[config.mk]
export PLATFORM = sky130hd
export DESIGN_NAME = hazard_forward_unit_flat
export DESIGN_NICKNAME = d
export VERILOG_FILES = /design/src/rtl/hazard_forward_unit_pkg.sv /design/src/rtl/hazard_forward_unit_if.sv /design/src/rtl/hazard_forward_unit_fwd_select.sv /design/src/rtl/hazard_forward_unit.sv /design/src/flat_wrapper.sv
export SDC_FILE = /design/constraint.sdc
export NUM_CORES = 1
export LEC_CHECK = 0
export ABC_AREA = 1
export ABC_CLOCK_PERIOD_IN_PS = 1580
export BUFFER_PORTS_ARGS = -buffer_cell sky130_fd_sc_hd__buf_2
export CAP_MARGIN = 10
export CORE_MARGIN = 4
export CORE_UTILIZATION = 35
export DETAILED_ROUTE_END_ITERATION = 6
export GPL_ROUTABILITY_DRIVEN = 0
export PLACE_DENSITY = 0.7
export SLEW_MARGIN = 20
export SYNTH_ARGS = -nofsm -noshare
export SYNTH_HDL_FRONTEND = slang
export SYNTH_SLANG_ARGS = --single-unit
[constraint.sdc]
create_clock -name clk -period 1.58 [get_ports clk]
set_input_delay 0.237 -clock clk [delete_from_list [all_inputs] [get_ports clk]]
set_output_delay 0.237 -clock clk [all_outputs]
set_load 0.02 [all_outputs]
[src/rtl/hazard_forward_unit_pkg.sv]
// Shared encodings for the hazard/forwarding unit: EX forwarding-mux selects
// and the stall FSM state type.
package hazard_forward_unit_pkg;

    localparam logic [1:0] FWD_REG = 2'd0;  // ID/EX register-file value
    localparam logic [1:0] FWD_WB  = 2'd1;  // MEM/WB result
    localparam logic [1:0] FWD_MEM = 2'd2;  // EX/MEM ALU result

    typedef enum logic {
        ST_RUN   = 1'b0,
        ST_STALL = 1'b1
    } state_t;

endpackage

[src/rtl/hazard_forward_unit_if.sv]
// ID-stage side bundle of the hazard/forwarding unit plus its pipeline-control
// outputs and debug view of the FSM and shadow slots.
interface hazard_forward_unit_if #(
    parameter int REG_AW = 5
) ();
    import hazard_forward_unit_pkg::*;

    // No valid/ready pair: the ID fields are taken as a new instruction on every
    // cycle where hold=0; the control outputs are level signals valid each cycle.
    logic [REG_AW-1:0]       id_rs;
    logic [REG_AW-1:0]       id_rt;
    logic                    id_use_rs;
    logic                    id_use_rt;
    logic [REG_AW-1:0]       id_dst;
    logic                    id_reg_write;
    logic                    id_mem_read;
    logic                    ex_branch_tk;
    logic                    hold;

    logic [1:0]              fwd_a_sel;
    logic [1:0]              fwd_b_sel;
    logic                    pc_we;
    logic                    ifid_we;
    logic                    ifid_flush;
    logic                    idex_bubble;

    state_t                  dbg_state;
    logic [1:0]              dbg_cnt;
    logic [3*(REG_AW+2)-1:0] dbg_slots;

    modport master (
        output id_rs, id_rt, id_use_rs, id_use_rt, id_dst, id_reg_write,
               id_mem_read, ex_branch_tk, hold,
        input  fwd_a_sel, fwd_b_sel, pc_we, ifid_we, ifid_flush, idex_bubble,
               dbg_state, dbg_cnt, dbg_slots
    );

    modport slave (
        input  id_rs, id_rt, id_use_rs, id_use_rt, id_dst, id_reg_write,
               id_mem_read, ex_branch_tk, hold,
        output fwd_a_sel, fwd_b_sel, pc_we, ifid_we, ifid_flush, idex_bubble,
               dbg_state, dbg_cnt, dbg_slots
    );

endinterface

[src/rtl/hazard_forward_unit_fwd_select.sv]
// Forwarding comparator for one EX operand: the newest matching producer
// (EX slot before MEM slot) decides the select; register $0 never forwards.
module hazard_forward_unit_fwd_select #(
    parameter int REG_AW = 5
) (
    input  logic [REG_AW-1:0] src,
    input  logic              use_src,
    input  logic [REG_AW-1:0] ex_dst,
    input  logic              ex_reg_write,
    input  logic [REG_AW-1:0] mem_dst,
    input  logic              mem_reg_write,
    output logic [1:0]        sel
);
    import hazard_forward_unit_pkg::*;

    always_comb begin
        sel = FWD_REG;
        if (use_src && (src != '0)) begin
            if (ex_reg_write && (src == ex_dst)) begin
                sel = FWD_MEM;
            end else if (mem_reg_write && (src == mem_dst)) begin
                sel = FWD_WB;
            end
        end
    end

endmodule

[src/rtl/hazard_forward_unit.sv]
// Hazard detection and forwarding control beside the ID stage: shadows EX/MEM/WB
// destination info, registers the EX operand selects, and drives stall/flush.
module hazard_forward_unit #(
    parameter int REG_AW      = 5,
    parameter int LOAD_STALLS = 1
) (
    input logic                  clk,
    input logic                  rst,
    hazard_forward_unit_if.slave bus
);
    import hazard_forward_unit_pkg::*;

    typedef struct packed {
        logic [REG_AW-1:0] dst;
        logic              reg_write;
        logic              mem_read;
    } slot_t;

    localparam logic [1:0] STALL_INIT  = 2'(LOAD_STALLS - 1);
    localparam logic       MULTI_STALL = (LOAD_STALLS > 1);

    slot_t      id_slot;
    slot_t      ex_q, ex_d, mem_q, mem_d, wb_q, wb_d;
    state_t     state_q, state_d;
    logic [1:0] cnt_q, cnt_d;
    logic [1:0] fwd_a_sel_q, fwd_a_sel_d;
    logic [1:0] fwd_b_sel_q, fwd_b_sel_d;
    logic [1:0] sel_a, sel_b;
    logic       hazard;
    logic       pc_we, ifid_we, ifid_flush, idex_bubble;

    assign id_slot = {bus.id_dst, bus.id_reg_write, bus.id_mem_read};

    // Load in EX whose destination the ID instruction actually reads.
    always_comb begin
        hazard = ex_q.mem_read && (ex_q.dst != '0) &&
                 ((bus.id_use_rs && (bus.id_rs == ex_q.dst)) ||
                  (bus.id_use_rt && (bus.id_rt == ex_q.dst)));
    end

    hazard_forward_unit_fwd_select #(.REG_AW(REG_AW)) u_fwd_a (
        .src          (bus.id_rs),
        .use_src      (bus.id_use_rs),
        .ex_dst       (ex_q.dst),
        .ex_reg_write (ex_q.reg_write),
        .mem_dst      (mem_q.dst),
        .mem_reg_write(mem_q.reg_write),
        .sel          (sel_a)
    );

    hazard_forward_unit_fwd_select #(.REG_AW(REG_AW)) u_fwd_b (
        .src          (bus.id_rt),
        .use_src      (bus.id_use_rt),
        .ex_dst       (ex_q.dst),
        .ex_reg_write (ex_q.reg_write),
        .mem_dst      (mem_q.dst),
        .mem_reg_write(mem_q.reg_write),
        .sel          (sel_b)
    );

    // Priority: hold freezes everything, then a taken branch, then load-use stall.
    always_comb begin
        state_d     = state_q;
        cnt_d       = cnt_q;
        pc_we       = 1'b1;
        ifid_we     = 1'b1;
        ifid_flush  = 1'b0;
        idex_bubble = 1'b0;
        if (bus.hold) begin
            pc_we   = 1'b0;
            ifid_we = 1'b0;
        end else if (bus.ex_branch_tk) begin
            ifid_flush  = 1'b1;
            idex_bubble = 1'b1;
            state_d     = ST_RUN;
            cnt_d       = '0;
        end else begin
            case (state_q)
                ST_RUN: begin
                    if (hazard) begin
                        pc_we       = 1'b0;
                        ifid_we     = 1'b0;
                        idex_bubble = 1'b1;
                        cnt_d       = STALL_INIT;
                        if (MULTI_STALL) begin
                            state_d = ST_STALL;
                        end
                    end
                end
                ST_STALL: begin
                    pc_we       = 1'b0;
                    ifid_we     = 1'b0;
                    idex_bubble = 1'b1;
                    cnt_d       = (cnt_q == 2'd0) ? 2'd0 : cnt_q - 2'd1;
                    if (cnt_q <= 2'd1) begin
                        state_d = ST_RUN;
                    end
                end
                default: begin
                    state_d = ST_RUN;
                    cnt_d   = '0;
                end
            endcase
        end
    end

    always_comb begin
        ex_d        = ex_q;
        mem_d       = mem_q;
        wb_d        = wb_q;
        fwd_a_sel_d = fwd_a_sel_q;
        fwd_b_sel_d = fwd_b_sel_q;
        if (!bus.hold) begin
            ex_d        = idex_bubble ? '0 : id_slot;
            mem_d       = ex_q;
            wb_d        = mem_q;
            fwd_a_sel_d = idex_bubble ? FWD_REG : sel_a;
            fwd_b_sel_d = idex_bubble ? FWD_REG : sel_b;
        end
    end

    always_ff @(posedge clk) begin
        if (rst) begin
            ex_q        <= '0;
            mem_q       <= '0;
            wb_q        <= '0;
            state_q     <= ST_RUN;
            cnt_q       <= '0;
            fwd_a_sel_q <= FWD_REG;
            fwd_b_sel_q <= FWD_REG;
        end else begin
            ex_q        <= ex_d;
            mem_q       <= mem_d;
            wb_q        <= wb_d;
            state_q     <= state_d;
            cnt_q       <= cnt_d;
            fwd_a_sel_q <= fwd_a_sel_d;
            fwd_b_sel_q <= fwd_b_sel_d;
        end
    end

    assign bus.fwd_a_sel   = fwd_a_sel_q;
    assign bus.fwd_b_sel   = fwd_b_sel_q;
    assign bus.pc_we       = pc_we;
    assign bus.ifid_we     = ifid_we;
    assign bus.ifid_flush  = ifid_flush;
    assign bus.idex_bubble = idex_bubble;
    assign bus.dbg_state   = state_q;
    assign bus.dbg_cnt     = cnt_q;
    assign bus.dbg_slots   = {ex_q, mem_q, wb_q};

endmodule

[src/flat_wrapper.sv]
// flat-port wrapper written by rule: the top's interface ports become plain ports
module hazard_forward_unit_flat import hazard_forward_unit_pkg::*;
#(
    parameter int REG_AW      = 5,
    parameter int LOAD_STALLS = 1
)
  (clk, rst, bus_id_rs, bus_id_rt, bus_id_use_rs, bus_id_use_rt, bus_id_dst, bus_id_reg_write, bus_id_mem_read, bus_ex_branch_tk, bus_hold, bus_fwd_a_sel, bus_fwd_b_sel, bus_pc_we, bus_ifid_we, bus_ifid_flush, bus_idex_bubble, bus_dbg_state, bus_dbg_cnt, bus_dbg_slots);
  hazard_forward_unit_if #(.REG_AW(REG_AW)) bus_i ();
  input logic clk;
  input logic rst;
  input wire logic [$bits(bus_i.id_rs)-1:0] bus_id_rs;
  input wire logic [$bits(bus_i.id_rt)-1:0] bus_id_rt;
  input wire logic [$bits(bus_i.id_use_rs)-1:0] bus_id_use_rs;
  input wire logic [$bits(bus_i.id_use_rt)-1:0] bus_id_use_rt;
  input wire logic [$bits(bus_i.id_dst)-1:0] bus_id_dst;
  input wire logic [$bits(bus_i.id_reg_write)-1:0] bus_id_reg_write;
  input wire logic [$bits(bus_i.id_mem_read)-1:0] bus_id_mem_read;
  input wire logic [$bits(bus_i.ex_branch_tk)-1:0] bus_ex_branch_tk;
  input wire logic [$bits(bus_i.hold)-1:0] bus_hold;
  output wire logic [$bits(bus_i.fwd_a_sel)-1:0] bus_fwd_a_sel;
  output wire logic [$bits(bus_i.fwd_b_sel)-1:0] bus_fwd_b_sel;
  output wire logic [$bits(bus_i.pc_we)-1:0] bus_pc_we;
  output wire logic [$bits(bus_i.ifid_we)-1:0] bus_ifid_we;
  output wire logic [$bits(bus_i.ifid_flush)-1:0] bus_ifid_flush;
  output wire logic [$bits(bus_i.idex_bubble)-1:0] bus_idex_bubble;
  output wire logic [$bits(bus_i.dbg_state)-1:0] bus_dbg_state;
  output wire logic [$bits(bus_i.dbg_cnt)-1:0] bus_dbg_cnt;
  output wire logic [$bits(bus_i.dbg_slots)-1:0] bus_dbg_slots;
  assign bus_i.id_rs = bus_id_rs;
  assign bus_i.id_rt = bus_id_rt;
  assign bus_i.id_use_rs = bus_id_use_rs;
  assign bus_i.id_use_rt = bus_id_use_rt;
  assign bus_i.id_dst = bus_id_dst;
  assign bus_i.id_reg_write = bus_id_reg_write;
  assign bus_i.id_mem_read = bus_id_mem_read;
  assign bus_i.ex_branch_tk = bus_ex_branch_tk;
  assign bus_i.hold = bus_hold;
  assign bus_fwd_a_sel = bus_i.fwd_a_sel;
  assign bus_fwd_b_sel = bus_i.fwd_b_sel;
  assign bus_pc_we = bus_i.pc_we;
  assign bus_ifid_we = bus_i.ifid_we;
  assign bus_ifid_flush = bus_i.ifid_flush;
  assign bus_idex_bubble = bus_i.idex_bubble;
  assign bus_dbg_state = bus_i.dbg_state;
  assign bus_dbg_cnt = bus_i.dbg_cnt;
  assign bus_dbg_slots = bus_i.dbg_slots;
  hazard_forward_unit #(.REG_AW(REG_AW), .LOAD_STALLS(LOAD_STALLS)) u_core (.clk(clk), .rst(rst), .bus(bus_i));
endmodule
=== Yosys cells after proc, flatten, opt, wreduce, memory -nomap -nowiden ===
Cells that the tools add are included.

* Add/subtract/negate cells: 1
* Order comparisons: 1
* Eq/ne operators: 5
* Multiplexer cells: 26
* Bitwise operators: 2
* Reductions and logical operators: 16

{| class="wikitable"
|+ Operator list
! cell !! number
|-
| $eq A5 B5 Y1 || 4
|-
| $mux W2 || 9
|-
| $reduce_bool A5 Y1 || 3
|-
| $mux W1 || 13
|-
| $logic_and A1 B1 Y1 || 10
|-
| $mux W7 || 1
|-
| $pmux W1 S2 || 2
|-
| $pmux W2 S2 || 1
|-
| $ne A3 B2 Y1 const B || 1
|-
| $le A2 B1 Y1 const B || 1
|-
| $logic_not A2 Y1 || 1
|-
| $not A1 Y1 || 2
|-
| $reduce_and A2 Y1 || 1
|-
| $sub A2 B1 Y2 const B || 1
|-
| $logic_or A1 B1 Y1 || 1
|}

* Register bits after elaboration: 28
* Input port bits: 23

=== Logic depth before layout (Yosys ltp) ===
* Depth in word-level cells: 9
* Gate-level depth with buffers: 12
* Gate-level depth less buffers: 12

=== Hierarchy ===
From an unflattened synthesis, not the netlist that was laid out.

* Cell total of the unflattened synthesis: 288
* Area, all modules: 1741.7 um^2

{| class="wikitable"
|+ Modules (own cells, without submodules)
! module !! instances !! cells each !! area an instance (um^2)
|-
| hazard_forward_unit || 1 || 182 || 1293.7
|-
| hazard_forward_unit_fwd_select || 2 || 53 || 224.0
|}

=== Least setup slack after synthesis ===
Ideal clock, no wire load.

* Path kind: reg-to-output
* Start point: reg u_core.ex_q (netlist bit u_core.bus.dbg_slots[18])
* End point: out bus_pc_we
* Arrival: 1.577 ns
* Required time: 1.343 ns
* Slack: -0.234 ns
* Stages on the path, launching flop included: 9
* Buffers on the path: 1
* Cells stage by stage: dfxtp_1 > xor2_1 > nor2_1 > nand4_1 > nand2_1 > nand2_2 > nand2_1 > a21oi_1 > buf_4

* Cells in the longest elaborated chain, start to end: 8
* Elaborated cells on any way between the ends: 12
* Those cells by class: eq/ne (2); mux (4); reduce/logical (6)

{| class="wikitable"
|+ RTL lines
! item !! RTL line !! text
|-
| start, declared || hazard_forward_unit.sv:23 || <nowiki>slot_t ex_q, ex_d, mem_q, mem_d, wb_q, wb_d;</nowiki>
|-
| start signal, assigned || hazard_forward_unit.sv:124 || <nowiki>ex_q <= '0;</nowiki>
|-
| start signal, assigned || hazard_forward_unit.sv:132 || <nowiki>ex_q <= ex_d;</nowiki>
|-
| $eq A5 B5 Y1, on equally long branches || hazard_forward_unit.sv:37, hazard_forward_unit.sv:38 ||
|-
| $logic_and A1 B1 Y1, on equally long branches || hazard_forward_unit.sv:37, hazard_forward_unit.sv:38 ||
|-
| $logic_or A1 B1 Y1 || hazard_forward_unit.sv:37 || <nowiki>((bus.id_use_rs && (bus.id_rs == ex_q.dst)) ||</nowiki>
|-
| $logic_and A1 B1 Y1 * || hazard_forward_unit.sv:36 || <nowiki>hazard = ex_q.mem_read && (ex_q.dst != '0) &&</nowiki>
|-
| $mux W1 * || n/a ||
|-
| $pmux W1 S2 * || n/a ||
|-
| $mux W1 * (2 in series) || n/a ||
|-
| end, declared || flat_wrapper.sv:22 || <nowiki>output wire logic [$bits(bus_i.pc_we)-1:0] bus_pc_we;</nowiki>
|}

Mark *: on every way between the ends. The rest lies on a longest branch, timed or not.

=== Final worst setup path ===
* Start point: reg u_core.ex_q (netlist bit u_core.bus.dbg_slots[19])
* End point: out bus_idex_bubble

* Cells in the longest elaborated chain, start to end: 8
* Elaborated cells on any way between the ends: 12
* Those cells by class: eq/ne (2); mux (4); reduce/logical (6)

{| class="wikitable"
|+ RTL lines
! item !! RTL line !! text
|-
| $eq A5 B5 Y1, on equally long branches || hazard_forward_unit.sv:37, hazard_forward_unit.sv:38 ||
|-
| $logic_and A1 B1 Y1, on equally long branches || hazard_forward_unit.sv:37, hazard_forward_unit.sv:38 ||
|-
| $logic_or A1 B1 Y1 || hazard_forward_unit.sv:37 ||
|-
| $logic_and A1 B1 Y1 * || hazard_forward_unit.sv:36 ||
|-
| $mux W1 * || hazard_forward_unit.sv:80 || <nowiki>if (hazard) begin</nowiki>
|-
| $pmux W1 S2 * || hazard_forward_unit.sv:78 || <nowiki>case (state_q)</nowiki>
|-
| $mux W1 * || hazard_forward_unit.sv:72 || <nowiki>end else if (bus.ex_branch_tk) begin</nowiki>
|-
| $mux W1 * || hazard_forward_unit.sv:69 || <nowiki>if (bus.hold) begin</nowiki>
|-
| end, declared || flat_wrapper.sv:25 || <nowiki>output wire logic [$bits(bus_i.idex_bubble)-1:0] bus_idex_bubble;</nowiki>
|}

Marked as above.

==> metrics.md <==
| Metric | Value |
|---|---|
| Clk root buf | clkbuf_8 |
| Run status | finished with violations |
| Power Dens Cells | 800 nW/um^2 |
| Post-DP HPWL | slightly above 3 mm |
| TritonCTS clock tree | built |
| ANT cells | 0 |
| Synth warn | 0 |
| Ys flop type | dfxtp_1 |
| Clock buffer depth | 2 |
| GRT Util Overall | 0.153 |
| Largest net degree at the start of global routing | 22 |
| Layout area overhead | 33.4% |
| Drt first-iter violations | 92 |
| Critical Path Sink Type | output pin |
| Yosys reg bits | 28 |
| Grt ovf | 0 |
| Die height | between 70 and 80 um |
| Worst slew pin tran | about 0.66 ns |
| Fmax | 0.570 GHz |
| Avg Cell Area, Syn | about 7.1 um^2 |
| Seq/Total Area, Yosys | 0.385 |
| Min Tclk post-route | ~1.8 ns |
| Nets | 290 |
| Failing checks | setup timing |
| Crit path largest cell delay | 0.39 ns |
| CP cell instances | inv_2 > nand2_1 > nand2_1 > nor2_2 > nand4_1 > nand2_1 > nand2_2 > nand2_4 > nand2_4 > inv_2 > buf_6 |
| Slew headroom | 0.558 |
| Top cell type by total area after synthesis | dfxtp_1 |
| CTS sink count | 28 |
| First-pass DRT Iterations | 4 |
| Initial antenna violation count | 0 |
| Max-Cap Viols | 0 |
| First-pass GRT wire length | about 6.4 mm |
| IO Pins | between 50 and 60 |
| Clock skew | about 0.0037 ns |
| Die area | around 5300 um^2 |
| Routed Antenna Nets | 0 |
| Post-synth EDFFs | 0 |
| Final Cycle Share | 1.11 |
| Final hold viol count | 0 |
| Max H-tree Level | 1 |
| CP max stage cell | dfxtp_4 |
| Overall power | between 1500 and 2000 uW |
| Flop2flop setup slack | 0.07 ns |
| Die Wd | approximately 72 um |
| Crit path max fanout | 5 |
| DP Area | 1760 um^2 |
| Cell Rows | 23 |
| Worst EP arrival | around 1.5 ns |
| DRC violations left | 0 |
| Post-Route WL | 4.12 mm |
| Hold crit path type | in -> reg |
| Cells after synthesis | 205 |
| Most common cell in the netlist | nand2_1 |
| Crit path kind | reg -> out |
| Register clock-pin slew on the reported worst setup and hold paths | roughly 0.10 ns |
| Fin worst setup slack | -0.175 ns |
| Layout cell share with drive strength beyond 1 | 0.376 |
| Final setup viols | 3 |
| Num CTS Buffers | 3 |
| Final Cell Area | ~1900 um^2 |
| Post-synth ARST share | 0 |
| Startpoint types | register |
| Synth top cells by count | 48 x nand2_1, 28 x dfxtp_1, 21 x inv_1, 18 x nor2_1, 18 x o21ai_0 |
| Worst-Skew Late Latency | 0.27 ns |
| Maximum vdd ir drop | approximately 0.00047 V |
| Area fraction of the dominant cell type after synthesis | 0.385 |
| Vias in the first global route | around 1500 |
| Vias per cell | 4.91 |
| Core area | roughly 4000 um^2 |
| Leak | about 0.00094 uW |
| PortBufs | 54 |
| Leading post-synthesis cells by cell area | dfxtp_1 39%, nand2_1 12%, o21ai_0 6.2%, a21oi_2 5.4%, inv_1 5.4% |
| Most Frequent Cell on Critical Path | nand2_1 |
| Worst endpoint required time | approximately 1.3 ns |
| Synthesized area | between 1000 and 1500 um^2 |
| Starting density of the core | 0.364 |
| RSZ-0062 raised after global routing | true |
| WL/cell | ~13 um |
| Pins Over Slew Limit | 0 |
| Net count after synthesis | around 230 |
| Via count | 1552 |
| Synth unique cells | 23 |
layout by cell type (no fill, tap or decap), drive strengths merged:
cell type | netlist | final
xnor2 | 4 | 4
clkbuf | 6 | 4
inv | 25 | 25
nor3 | 4 | 4
nand4 | 9 | 9
o21ai | 18 | 18
nand2 | 52 | 53
o22ai | 3 | 3
a21oi | 24 | 24
nand3 | 2 | 2
xor2 | 3 | 3
dfxtp | 28 | 28
nor2 | 20 | 20
a211oi | 1 | 1
buf | 4 | 66
or3 | 1 | 1
o2111a | 1 | 1
cell type report:
cell class / instances / area, um^2
fillers: 396 / 2060
multi-input cells: 143 / 778
flip-flops and latches: 28 / 577
repair buffers: 66 / 372
inverters: 25 / 96.3
well taps: 50 / 62.6
clock buffers: 4 / 55.1
power by group:
group          switching (uW)  total, uW  internal, uW  leakage, uW
Clock                     222        445           223    0.0000288
Sequential               33.7        769           736     0.000233
Combinational             209        339           130     0.000682
sequential cells by signal (all words and copies together) (netlist names):
name / cells
u_core.bus.fwd_a_sel: 2
u_core.bus.dbg_cnt: 2
u_core.bus.dbg_state: 1
u_core.bus.fwd_b_sel: 2
u_core.bus.dbg_slots: 21
worst max-delay path, delay by kind of cell (launching register included):
kind,cells,cell delay (ns)
buffers and inverters,3,0.23
and+or+nand+nor,8,0.63
DFF,1,0.39
cells by family (layout without fill, tap and decap cells):
group / after synthesis / count (layout) / share of synthesized area
and+or+nand+nor: 88 / 89 / 0.270
buffers and inverters: 35 / 95 / 0.109
xor gates and xnor gates: 7 / 7 / 0.0421
DFF: 28 / 28 / 0.385
AOI/OAI and AO/OA: 47 / 47 / 0.193
per-layer routing:
metal / up-vias / wire (um) / part of all wire / global-route usage
met4: 0 / 45 / 0.011 / 0.0328
met1: 703 / 1820 / 0.44 / 0.196
met2: 56 / 1930 / 0.47 / 0.264
li1: 787 / - / - / -
met3: 6 / 324 / 0.079 / 0.0332
met5: - / 0 / 0 / 0
stage by stage:
stage          setup slack, ns  hold WS, ns  TNS (ns)   util  cells
3_3_place_gp            0.0560        0.437         0  0.441    303
4_1_cts                 -0.157        0.145    -0.469  0.472    312
6_report                -0.175        0.140    -0.509  0.485    316
2_1_floorplan          0.00278        0.309         0      -    205
5_1_grt                 -0.300        0.144     -1.28  0.485    316
3_5_place_dp            0.0561        0.440         0  0.441    303
repair_timing:
action / CTS / global route
endpoints found under the setup margin: 3 / 15
hold buffers: 0 / 0
buffers inserted: 5 / 3
gates cloned: 0 / 1
resized for setup: 13 / 3
pin swaps: 6 / 4
final timing paths:
path | to | start | depth (start not counted)
setup / recovery | bus_idex_bubble | u_core.bus.dbg_slots[19] | 11
hold reg to reg | u_core.bus.fwd_b_sel[0] | u_core.bus.fwd_b_sel[0] | 2
hold / removal | u_core.bus.dbg_slots[1] | rst | 2
setup reg to reg | u_core.bus.fwd_b_sel[0] | u_core.bus.dbg_slots[19] | 12
(Power assumes the default switching activity.)
